**src/rtl/serial_adder.sv**
```systemverilog
// serial_adder: bit-serial add/subtract unit built around one 1-bit full adder.
// Operands are loaded on an accepted start. One bit is resolved per clock,
// LSB first, and a registered carry links consecutive bit steps.
//
// Ports:
//   clk      - sole clock, rising edge
//   rst      - asynchronous active-high reset
//   start    - request, accepted in IDLE or DONE
//   sub      - 0: a+b, 1: a-b (sampled with start)
//   a, b     - WIDTH-bit operands (sampled with start)
//   busy     - high while bit steps are in progress
//   done     - one-cycle pulse when result/cout/overflow are valid
//   result   - WIDTH-bit sum or difference
//   cout     - final carry out (subtract: 1 = no borrow)
//   overflow - signed overflow (carry into MSB xor carry out of MSB)

// One-bit full adder cell.
module full_adder (
  input  logic x,
  input  logic y,
  input  logic cin,
  output logic sum,
  output logic cout
);
  assign sum  = x ^ y ^ cin;
  assign cout = (x & y) | (cin & (x ^ y));
endmodule

module serial_adder #(
  parameter int WIDTH = 32
) (
  input  logic             clk,
  input  logic             rst,
  input  logic             start,
  input  logic             sub,
  input  logic [WIDTH-1:0] a,
  input  logic [WIDTH-1:0] b,
  output logic             busy,
  output logic             done,
  output logic [WIDTH-1:0] result,
  output logic             cout,
  output logic             overflow
);

  localparam int CNT_W = (WIDTH > 1) ? $clog2(WIDTH) : 1;
  localparam logic [CNT_W-1:0] LAST_STEP = CNT_W'(WIDTH - 1);
  localparam logic [CNT_W-1:0] CNT_ONE   = CNT_W'(1);

  typedef enum logic [1:0] {
    IDLE = 2'd0,
    RUN  = 2'd1,
    DONE = 2'd2
  } state_t;

  state_t           state;
  logic [WIDTH-1:0] op_a;
  logic [WIDTH-1:0] op_b;
  logic             carry;
  logic [CNT_W-1:0] count;
  // Holds the WIDTH-1 most recent sum bits; the final bit is merged in
  // directly when the result register is written.
  logic [WIDTH-2:0] partial;
  logic             fa_sum;
  logic             fa_cout;
  logic [WIDTH-1:0] sum_cat;

  full_adder u_fa (
    .x    (op_a[0]),
    .y    (op_b[0]),
    .cin  (carry),
    .sum  (fa_sum),
    .cout (fa_cout)
  );

  // New sum bit enters at the MSB end; after the last step this is the answer.
  assign sum_cat = {fa_sum, partial};

  // Control FSM, datapath shift registers and registered outputs.
  always_ff @(posedge clk or posedge rst) begin
    if (rst) begin
      state    <= IDLE;
      op_a     <= {WIDTH{1'b0}};
      op_b     <= {WIDTH{1'b0}};
      carry    <= 1'b0;
      count    <= {CNT_W{1'b0}};
      partial  <= {(WIDTH-1){1'b0}};
      busy     <= 1'b0;
      done     <= 1'b0;
      result   <= {WIDTH{1'b0}};
      cout     <= 1'b0;
      overflow <= 1'b0;
    end else begin
      case (state)
        IDLE: begin
          done <= 1'b0;
          if (start) begin
            state   <= RUN;
            busy    <= 1'b1;
            op_a    <= a;
            // Subtraction is a + ~b + 1; the +1 enters as the initial carry.
            op_b    <= sub ? ~b : b;
            carry   <= sub;
            count   <= {CNT_W{1'b0}};
            partial <= {(WIDTH-1){1'b0}};
          end else begin
            busy <= 1'b0;
          end
        end
        RUN: begin
          op_a    <= {1'b0, op_a[WIDTH-1:1]};
          op_b    <= {1'b0, op_b[WIDTH-1:1]};
          carry   <= fa_cout;
          count   <= count + CNT_ONE;
          partial <= sum_cat[WIDTH-1:1];
          if (count == LAST_STEP) begin
            state    <= DONE;
            busy     <= 1'b0;
            done     <= 1'b1;
            result   <= sum_cat;
            cout     <= fa_cout;
            // carry currently holds the carry into the MSB position.
            overflow <= carry ^ fa_cout;
          end else begin
            busy <= 1'b1;
            done <= 1'b0;
          end
        end
        DONE: begin
          done <= 1'b0;
          if (start) begin
            state   <= RUN;
            busy    <= 1'b1;
            op_a    <= a;
            op_b    <= sub ? ~b : b;
            carry   <= sub;
            count   <= {CNT_W{1'b0}};
            partial <= {(WIDTH-1){1'b0}};
          end else begin
            state <= IDLE;
            busy  <= 1'b0;
          end
        end
        default: begin
          state <= IDLE;
          busy  <= 1'b0;
          done  <= 1'b0;
        end
      endcase
    end
  end

endmodule
```
**config.mk**
```make
export PLATFORM = sky130hd
export DESIGN_NAME = serial_adder
export DESIGN_NICKNAME = d
export VERILOG_FILES = /design/src/rtl/serial_adder.sv
export SDC_FILE = /design/constraint.sdc
export NUM_CORES = 1
export LEC_CHECK = 0
export CORE_ASPECT_RATIO = 1.2
export CORE_UTILIZATION = 59
export CTS_BUF_LIST = sky130_fd_sc_hd__clkbuf_2 sky130_fd_sc_hd__clkbuf_4 sky130_fd_sc_hd__clkbuf_8
export DETAILED_ROUTE_END_ITERATION = 16
export GPL_ROUTABILITY_DRIVEN = 0
export HOLD_SLACK_MARGIN = 0.15
export PLACE_DENSITY = 0.88
export SLEW_MARGIN = 10
export SYNTH_ARGS = -nofsm -noshare
export SYNTH_HDL_FRONTEND = slang
export SYNTH_HIERARCHICAL = 1
export SYNTH_SLANG_ARGS = --single-unit
```
**constraint.sdc**
```tcl
create_clock -name clk -period 6.89 [get_ports clk]
set_input_delay 1.0335 -clock clk [delete_from_list [all_inputs] [get_ports clk]]
set_output_delay 1.0335 -clock clk [all_outputs]
set_load 0.1 [all_outputs]
```
* After elaboration in Yosys (flattened, before gate mapping) *
Cells that the tools add are included.

storage, ports and cells
  input port bits = 68
  output and inout bits = 36
  bits in registers = 139
  logic and storage cells = 51

operators by class
  reductions and logical operators = 6
  bitwise operators = 7
  equal/unequal tests = 6
  muxes and demuxes = 20
  add/subtract/negate cells = 1

operator list
  cell                   number
  $pmux W32 S2           2
  $mux W32               3
  $pmux W31 S2           1
  $not A32 Y32           1
  $mux W31               1
  $pmux W5 S2            1
  $mux W1                6
  $pmux W2 S3            1
  $reduce_and A2 Y1      3
  $add A5 B1 Y5 const B  1
  $eq A5 B5 Y1 const B   1
  $mux W5                1
  $mux W2                2
  $ne A2 B2 Y1 const B   2
  $pmux W1 S2            2
  $xor A1 B1 Y1          3
  $and A1 B1 Y1          2
  $eq A2 B1 Y1 const B   1
  $eq A2 B2 Y1 const B   1
  $logic_not A2 Y1       1
  $ne A2 B1 Y1 const B   1
  $reduce_bool A2 Y1     1
  $reduce_or A2 Y1       1
  $or A1 B1 Y1           1

* Longest topological paths before layout *
  depth in word-level cells = 4
  gate-level depth with buffers = 8
  mapped depth without buffers = 6

* Modules after synthesis *
Netlist, hierarchy kept.

modules (own cells, without submodules)
  module        area an instance (sq um)  sequential area each (sq um)  cells each  instances
  serial_adder  5906.9                    3478.3                        462         1
  full_adder    20.0                      0.0                           1           1

* Least setup slack after synthesis *
No wires, ideal clock.

  kind = input-to-reg
  start point = input sub
  end point = register op_b[10]
  setup time = 126 ps
  arrival = 1862 ps
  required time = 6764 ps
  buffers on the path = 2
  stages = 5
  slack = 4902 ps
  path through = buf_2 > buf_2 > xnor2_1 > nor2_1 > a221o_1

on the way
  word-level cells in the longest chain between the ends = 3

ends and longest elaborated chain
  element               line      source
  from (decl)           35        input logic sub,
  $mux W32              101, 134
  $mux W32              96, 130
  $pmux W32 S2          93        case (state)
  to (signal assigned)  101       op_b <= sub ? ~b : b;
  to (signal assigned)  111       op_b <= {1'b0, op_b[WIDTH-1:1]};
  to (signal assigned)  134       op_b <= sub ? ~b : b;
  to (decl)             57        logic [WIDTH-1:0] op_b;

Every way passes these cells. The select of a mux whose other input is x is not followed.
A chain may end at the register's enable or synchronous reset.

* Worst setup path in the final report *
  start point = register state[0]
  end point = register op_b[30]

on the way
  word-level cells in the longest chain between the ends = 4
  elaborated cells on any way between the ends = 8
  classes of those cells = eq/ne: 3; mux: 1; reduce/logical: 4

ends and longest elaborated chain
  element                                                                     line  source
  from (decl)                                                                 55    state_t state;
  from (signal assigned)                                                      81    state <= IDLE;
  from (signal assigned)                                                      97    state <= RUN;
  from (signal assigned)                                                      116   state <= DONE;
  $eq A2 B2 Y1 / $logic_not A2 Y1 (equally long branches)                     93
  $reduce_or A2 Y1 (no source line)                                           --
  $ne A2 B1 Y1 (no source line) / $reduce_bool A2 Y1 (equally long branches)  --
  $reduce_and A2 Y1 (no source line)                                          --
  to (signal assigned)                                                        83    op_b <= {WIDTH{1'b0}};
  to (signal assigned)                                                        101
  to (signal assigned)                                                        111

Several ways; a longest one is shown, not always the timed one.

==> run metrics <==
clock share of power=0.204; net switching power=1.29 mW; Power Internal=1.99 mW; DIE WIDTH=93.5 um; Mean Syn Cell Area=12.8 um2; Async SR Flop Fraction=1.00; area grow syn2layout=23.6%; ant diodes=0; CTS root buf=clkbuf_8; DRT iter0 DRCs=283; Detailed Routing Iterations Pass 1=5; crit path kind=register to register; Final HPWL DP=7190 um; largest area contributor in the netlist=dfrtp_1; Synth area leaders=dfrtp_1 59%, mux2_2 6.3%, mux2i_1 5.6%; # DRC=0; Yosys cell types=27; layout cells sized above 1=0.133; Synth Flop Type=dfrtp_1; Initial Utilization=0.613; # Post-CTS Setup Buffers=0; maximum VDD drop=0.196 mV; CP endpoint kind=register; WP data required=7.21 ns; Synth Area in Adders=0.00760; Slew HR=0.288; Data arrival, critical path=3.43 ns; Total GRT Usage=0.235; vias per inst=5.86; status=finished, final reports clean; most frequent cells in the layout=138 x dfrtp_1, 102 x clkdlybuf4s50_1, 35 x a22o_1; row count=39; Comb pwr share=0.376; fin nets=620; CTS Buf Count=17; post-route cell area=7330 um2; largest net degree at the start of global routing=90; Worst-Margin Slew=1.07 ns; FF+latch count, synth=139; Seq/Total Area, Yosys=0.587; Syn Std Cell Area=5930 um2; top-area cell type share of the netlist area=0.587; largest family of logic cells by synthesized area=compound AO/OA/AOI/OAI gates; # IOs=104; post-synthesis xor/xnor area fraction=0.0502; Hold Buf Count CTS=0; unrepaired setup endpoints after global routing=false; most common cell after layout, fill and taps aside=dfrtp_1; max cap viols=0; dpl cell area=6910 um2; Fmax achieved=321 MHz; clk_skew=0.00711 ns; Compound-Gate Fraction of Synth Area=0.134; Final Max Tran Viols=0; first-pass GRT wire length=19000 um; I/O Buffers=103; total vias in the final route=4012; core area=9660 um2; crit path max fanout=66; die area=10500 um2; CTS clk-pin slew, worst paths=0.07 ns; antenna-violating nets left=0; Final setup viols=0; Resized cells post-CTS=0; number of synthesis warnings=6; multiplexer area fraction after synthesis=0.118; Final period util=0.452; Post-Route WL=11200 um; Pleak=3.41 nW; fraction of power consumed by sequential logic=0.420; PwrDens=448 nW/um2; gr ovfl total=0; routed len/inst=16.4 um; initial antenna violation count=0; CTS tree=yes; min Tclk post-route=3.12 ns; chip height=112 um; H-tree lvl count=4; Sw Share=0.394; Post-synth EDFFs=0; synthesized instance count=463; post-synthesis simple-gate area fraction=0.0608; syn nets=534; clk_lat worst skew=0.44 ns; Final Hold Fails=0; maximum clock insertion buffer count=2; vias in the first global route=3968; setup TNS=0 ns; Startpoint Class=register; CTS Sinks=139; HP Class=register to register
registers in the layout, indices dropped and copies added (netlist names):
signal and count:
op_a 32, op_b 32, result 32, partial 31, count 5, state 2, busy 1, carry 1
cout 1, done 1, overflow 1
through the flow:
stage	power, mW	setup WS, ns	std cells	util	hold WS, ns
finish	3.28	3.77	685	0.758	0.484
floorplan	2.33	2.13	463	-	0.437
global route	3.45	3.58	685	0.758	0.501
detailed placement	2.63	3.64	653	0.715	0.480
CTS	3.29	3.81	685	0.758	0.489
global placement	2.56	3.74	653	0.715	0.455
worst max-delay path, cell delays in order (launching register included):
cell and delay [ns]:
dfrtp_2 1.02, and2b_4 0.81, nor2_4 0.29, buf_4 0.40, a221o_1 0.37
per-layer routing:
layer | GRT usage | up-vias | share of wire
met5 | 0 | - | 0
met2 | 0.373 | 133 | 0.50
met3 | 0.0444 | 17 | 0.049
met1 | 0.316 | 2008 | 0.43
met4 | 0.107 | 0 | 0.020
li1 | - | 1854 | -
cell usage after synthesis, types with 2 or more instances:
master and count:
dfrtp_1 139, nor2_1 32, mux2_2 33, a221o_1 31, nand3_1 33, xor2_1 2, ha_1 2, nand2b_1 2
buf_6 5, nand2_1 2, nand3b_1 2, buf_2 23, o21ai_0 33, buf_4 5, inv_1 3, o21ai_1 3
a22o_1 35, xnor2_1 32, mux2i_1 33, clkbuf_1 6
final cells by class:
| type | count | area, um2 |
|---|---|---|
| clock buffer | 26 | 327 |
| clock inverter | 6 | 85.1 |
| multi-input combinational | 281 | 2210 |
| inverter | 3 | 16.3 |
| fill | 625 | 2330 |
| timing repair buffer | 107 | 1060 |
| tap | 123 | 154 |
| sequential | 139 | 3480 |
kinds of logic (layout without fill, tap and decap cells):
| family | Yosys count | count (layout) |
|---|---|---|
| XOR/XNOR | 34 | 34 |
| buffers and inverters | 43 | 142 |
| adder cells (fa/ha/maj) | 3 | 3 |
| multiplexers | 66 | 66 |
| AND/OR/NAND/NOR | 76 | 76 |
| AO/OA/AOI/OAI | 102 | 102 |
| flip-flops | 139 | 139 |
path summary, 6_finish.rpt:
kind,startpoint,to,slack (ns),cells past startpoint
min reg2reg,count[3],count[3],0.48,1
max,state[0],op_b[30],3.77,4
min in group asynchronous,rst,result[19],0.98,2
min,count[3],count[3],0.48,1
max reg2reg,state[0],op_b[30],3.77,4
max in group asynchronous,rst,state[0],4.44,3
power groups by stage:
stage / clock, mW / sequential [mW] / combinational [mW]
finish: 0.671 / 1.38 / 1.24
detailed placement: 0 / 1.39 / 1.24
global route: 0.714 / 1.42 / 1.32
global placement: 0 / 1.37 / 1.19
CTS: 0.676 / 1.38 / 1.24
floorplan: 0 / 1.73 / 0.595
(Power assumes the default switching activity.)
